<file path="src/rtl/bit_serializer_pkg.sv">
// Shared definitions for the sequential pattern-detector family:
// the two-state shifter FSM encoding and the default word width.
package bit_serializer_pkg;

    // Default serializer word length in bits
    localparam int DEFAULT_WIDTH = 32;

    // Shifter FSM encoding
    typedef enum logic {
        ST_IDLE  = 1'b0,
        ST_SHIFT = 1'b1
    } ser_state_e;

endpackage : bit_serializer_pkg

</file>
<file path="src/rtl/bit_serializer.sv">
// Parallel-to-serial converter, MSB first, with a one-word holding register
// so that back-to-back words leave the shift register with no gap cycles.
// Every output is decoded from registered state only.
module bit_serializer
    import bit_serializer_pkg::*;
#(
    parameter int   WIDTH      = DEFAULT_WIDTH,
    parameter logic IDLE_LEVEL = 1'b0
) (
    input  logic             clk,
    input  logic             rstn,
    input  logic [WIDTH-1:0] load_data,
    input  logic             load_valid,
    output logic             load_ready,
    output logic             ser_out,
    output logic             busy,
    output logic             word_done
);

    localparam int            CNT_W    = $clog2(WIDTH);
    localparam logic [CNT_W-1:0] CNT_LAST = CNT_W'(WIDTH - 1);

    ser_state_e       state_q, state_d;
    logic [WIDTH-1:0] sh_q, sh_d;
    logic [WIDTH-1:0] hold_q, hold_d;
    logic             hold_full_q, hold_full_d;
    logic [CNT_W-1:0] cnt_q, cnt_d;

    logic             accept;
    logic             last_bit;

    // Handshake: ready depends only on the holding-register flag, so a word
    // is accepted whenever the holding register is free.
    assign accept   = load_valid && !hold_full_q;
    assign last_bit = (state_q == ST_SHIFT) && (cnt_q == CNT_LAST);

    // State and datapath registers; reset aborts any word in flight
    always_ff @(posedge clk) begin
        if (!rstn) begin
            state_q     <= ST_IDLE;
            sh_q        <= '0;
            hold_q      <= '0;
            hold_full_q <= 1'b0;
            cnt_q       <= '0;
        end else begin
            state_q     <= state_d;
            sh_q        <= sh_d;
            hold_q      <= hold_d;
            hold_full_q <= hold_full_d;
            cnt_q       <= cnt_d;
        end
    end

    // Next-state logic: leave SHIFT only when the last bit goes out with
    // nothing queued behind it
    always_comb begin
        state_d = state_q;
        unique case (state_q)
            ST_IDLE: begin
                if (accept) begin
                    state_d = ST_SHIFT;
                end
            end
            ST_SHIFT: begin
                if (last_bit && !hold_full_q && !accept) begin
                    state_d = ST_IDLE;
                end
            end
            default: state_d = ST_IDLE;
        endcase
    end

    // Datapath: shift, reload from hold or input, or park a word in hold
    always_comb begin
        sh_d        = sh_q;
        hold_d      = hold_q;
        hold_full_d = hold_full_q;
        cnt_d       = cnt_q;
        unique case (state_q)
            ST_IDLE: begin
                if (accept) begin
                    sh_d  = load_data;
                    cnt_d = '0;
                end
            end
            ST_SHIFT: begin
                if (!last_bit) begin
                    sh_d  = {sh_q[WIDTH-2:0], 1'b0};
                    cnt_d = cnt_q + 1'b1;
                    if (accept) begin
                        hold_d      = load_data;
                        hold_full_d = 1'b1;
                    end
                end else if (hold_full_q) begin
                    // Held word follows the LSB with no gap
                    sh_d        = hold_q;
                    hold_full_d = 1'b0;
                    cnt_d       = '0;
                end else if (accept) begin
                    // Word arriving on the last-bit cycle goes straight in
                    sh_d  = load_data;
                    cnt_d = '0;
                end else begin
                    cnt_d = '0;
                end
            end
            default: begin
                sh_d        = '0;
                hold_full_d = 1'b0;
                cnt_d       = '0;
            end
        endcase
    end

    // Outputs decoded from registers only
    always_comb begin
        load_ready = !hold_full_q;
        busy       = (state_q == ST_SHIFT);
        ser_out    = (state_q == ST_SHIFT) ? sh_q[WIDTH-1] : IDLE_LEVEL;
        word_done  = last_bit;
    end

endmodule : bit_serializer

</file>
<file path="config.mk">
export PLATFORM = sky130hd
export DESIGN_NAME = bit_serializer
export DESIGN_NICKNAME = d
export VERILOG_FILES = /design/src/rtl/bit_serializer_pkg.sv /design/src/rtl/bit_serializer.sv
export SDC_FILE = /design/constraint.sdc
export NUM_CORES = 1
export LEC_CHECK = 0
export ABC_CLOCK_PERIOD_IN_PS = 1800
export CORE_MARGIN = 4
export CORE_UTILIZATION = 50
export DETAILED_ROUTE_END_ITERATION = 6
export PLACE_DENSITY = 0.76
export SYNTH_ARGS = -nofsm -noshare
export SYNTH_HDL_FRONTEND = slang
export SYNTH_SLANG_ARGS = --single-unit
</file>
<file path="constraint.sdc">
create_clock -name clk -period 1.8 [get_ports clk]
set_input_delay 0.18 -clock clk [delete_from_list [all_inputs] [get_ports clk]]
set_output_delay 0.18 -clock clk [all_outputs]
set_load 0.01 [all_outputs]
</file>
==> flow_summary.yaml <==
timing:
  finalClockSkew_ns: 0.0101
  fin_crit_ns: 1.71
  holdWs_ns: 0.420
  grt_setup_unrepaired: "false"
  worst_slew_pin_slew_ns: 0.271
  fin_crit_sh_pct: 94.8
  setup_viol: 0
  timing.slew.headroom_pct: 81.9
  fmax_mhz: 586
  finalMaxSlewViolations: 0
  setup_ws_ns: 0.0931
  finalHoldViolCount: 0
synthesis:
  synthTopCellsByArea: "dfxtp_1 (45%), a21oi_1 (11%), mux2i_1 (10%)"
  seq_area_frac_synth_pct: 44.9
  netlist.area_leader.share_pct: 44.9
  synth_edf_count: 0
  ys.warnings.count: 0
  yosysUniqueCellTypes: 30
  ys.flop_type: "dfxtp_1"
  yosys.area.top_type: "dfxtp_1"
  ys_async_sr_fraction_pct: 0
  synth_nets: 405
  syn_avg_cell_area_sq_um: 8.61
  synthCells: 368
  ys_top_cells_by_count: "dfxtp_1 (71), a21oi_1 (69), nand2_1 (66)"
  yosysMostFrequentCell: "dfxtp_1"
  synth_seq_cells: 71
  syn_area_sq_mm: 0.00317
clock_tree:
  clockBufferDepth: 2
  cts_inserted_buffers: 9
  cts_tree: "built"
  cts.sinks: 71
  clkLatencyLatePin_ns: 0.33
  cts-hold-fix-buffers: 0
  htreeDepth: 3
  clk_pin_slew_ns: 0.07
  cts_root_buffer: "clkbuf_8"
routing:
  drt_wl_total_um: 7330
  first_iter_violations: 108
  drt_first_pass_iters: 4
  drc: 0
  wl_per_cell_um: 14.9
  ant_nets: 0
  vias: 2748
  avgViaCountPerCell: 5.60
worst_setup_path:
  cp-startpoint: "cnt_q[0]"
  startpoint_type: "flip-flop"
  critPathKind: "flip-flop to flip-flop"
  r2r-start: "cnt_q[0]"
  crit_path_max_fanout: 7
  crit_path_end_kind: "flip-flop"
  cp.arrival_ns: 1.97
  required_ns: 2.06
status:
  outcome: "complete, no violations"
place:
  io_buffers: 38
  place_ws_ns: -0.0580
  place.gp.congestion: 0.813
  dp_hpwl_um: 4750
finish:
  antenna_cells: 0
  fillers: 504
  fin_nets: 448
  area_growth_pct: 24.9
  drive_above_1_share_pct: 12.7
pwr:
  p_sw_mw: 0.860
  power_switching_share_pct: 24.0
  p_int_mw: 2.72
  comb_power_share_pct: 13.1
  clkPwrFrac_pct: 39.2
  ir_drop_uv: 530
  seq_power_share_pct: 47.8
  power_density_mw_per_mm2: 905
  p_leak_nw: 1.63
grt:
  grt_usage_pct: 20.0
  grt.overflow.total: 0
  grt_max_degree: 39
  grt_pass1_vias: 2727
  antenna_found_initial: 0
  grt_pass1_wl_um: 12300
die:
  die_area_sq_mm: 0.00767
  die_height_um: 87.6
  initial_core_util_pct: 52.6
  core_area_sq_mm: 0.00603
  row_count: 28
  ios: 39
  dieWidth_um: 87.6
hold_path:
  min_path_type: "input port to flip-flop"
  worstHoldStart: "load_data[26]"
flow_run:
  maxCapViolCount: 0
cell usage in the layout, fill, tap and decap left out, types with 2 or more instances in the layout:
| cell type | count |
|---|---|
| inv_1 | 3 |
| nand2_1 | 66 |
| o22ai_1 | 32 |
| dfxtp_1 | 70 |
| a21oi_1 | 69 |
| buf_12 | 5 |
| bufinv_16 | 2 |
| mux2i_1 | 32 |
| buf_6 | 3 |
| buf_4 | 20 |
| nand3_1 | 9 |
| and3_1 | 31 |
| nand2b_1 | 3 |
| clkdlybuf4s50_1 | 37 |
| clkbuf_8 | 10 |
cell families (layout without fill, tap and decap cells):
logic type               after synthesis  in the layout  synth area share [%]
AND/OR/NAND/NOR                      119            119                  18.4
flip-flops                            71             71                  44.9
multiplexers                          32             32                  10.1
AO/OA/AOI/OAI                        105            105                  18.1
adder cells (fa/ha/maj)                2              2                 0.790
buffers and inverters                 39             87                  7.70
what timing repair did:
action                     4_1_cts  5_1_grt
buffers inserted                 0        0
setup endpoints to repair       37       35
gates resized for setup          6        7
per-stage QoR:
step                power (mW)  util (%)  cell area [sq um]  TNS [ns]  std cells
finish                    3.58      65.7               3960         0        491
global route              3.74      65.7               3960         0        491
global placement          2.19      61.2               3690         0        475
floorplan                 2.03         -               3170         0        368
CTS                       3.60      65.2               3930         0        491
detailed placement        2.20      61.2               3690     -1.53        475
registers in the layout, summed over array words and instances (netlist names):
| name | cells |
|---|---|
| hold_q | 32 |
| sh_q | 32 |
| cnt_q | 5 |
| busy | 1 |
| hold_full_q | 1 |
final timing paths:
check / endpoint / slack [ns] / cells past startpoint
setup / recovery: cnt_q[3] / 0.09 / 7
hold / removal: hold_q[26] / 0.42 / 3
setup reg to reg: cnt_q[3] / 0.09 / 7
hold reg to reg: hold_q[5] / 0.45 / 2
per-layer routing:
metal / share of wire, % / vias up / wire length (um) / track usage, %
met3: 5.0 / 8 / 366 / 3.20
met2: 49 / 71 / 3600 / 34.2
met1: 45 / 1282 / 3290 / 25.1
met5: 0 / - / 0 / 0
met4: 1.1 / 0 / 83 / 8.09
li1: - / 1387 / - / -
critical path, cell delays in order (launching register included):
cell and delay, ns:
dfxtp_1 0.32, ha_2 0.18, and3_4 0.18, ha_4 0.18
buf_4 0.14, nand2b_1 0.16, or3_1 0.35, a31oi_1 0.12
cell type report:
class	instances	area, sq um	area share (%)
multi-input combinational	258	1540	38.9
timing repair buffer	66	659	16.7
clock buffer	11	141	3.57
clock inverter	5	81.3	2.06
inverter	5	18.8	0.474
tap	75	93.8	2.37
sequential	71	1420	36.0
power groups by stage:
stage,clock [mW],sequential [mW],combinational [mW]
finish,1.40,1.71,0.469
global route,1.50,1.72,0.514
CTS,1.43,1.71,0.464
detailed placement,0,1.74,0.462
global placement,0,1.74,0.452
floorplan,0,1.73,0.303
No activity file was read; power rests on OpenSTA's default activity.
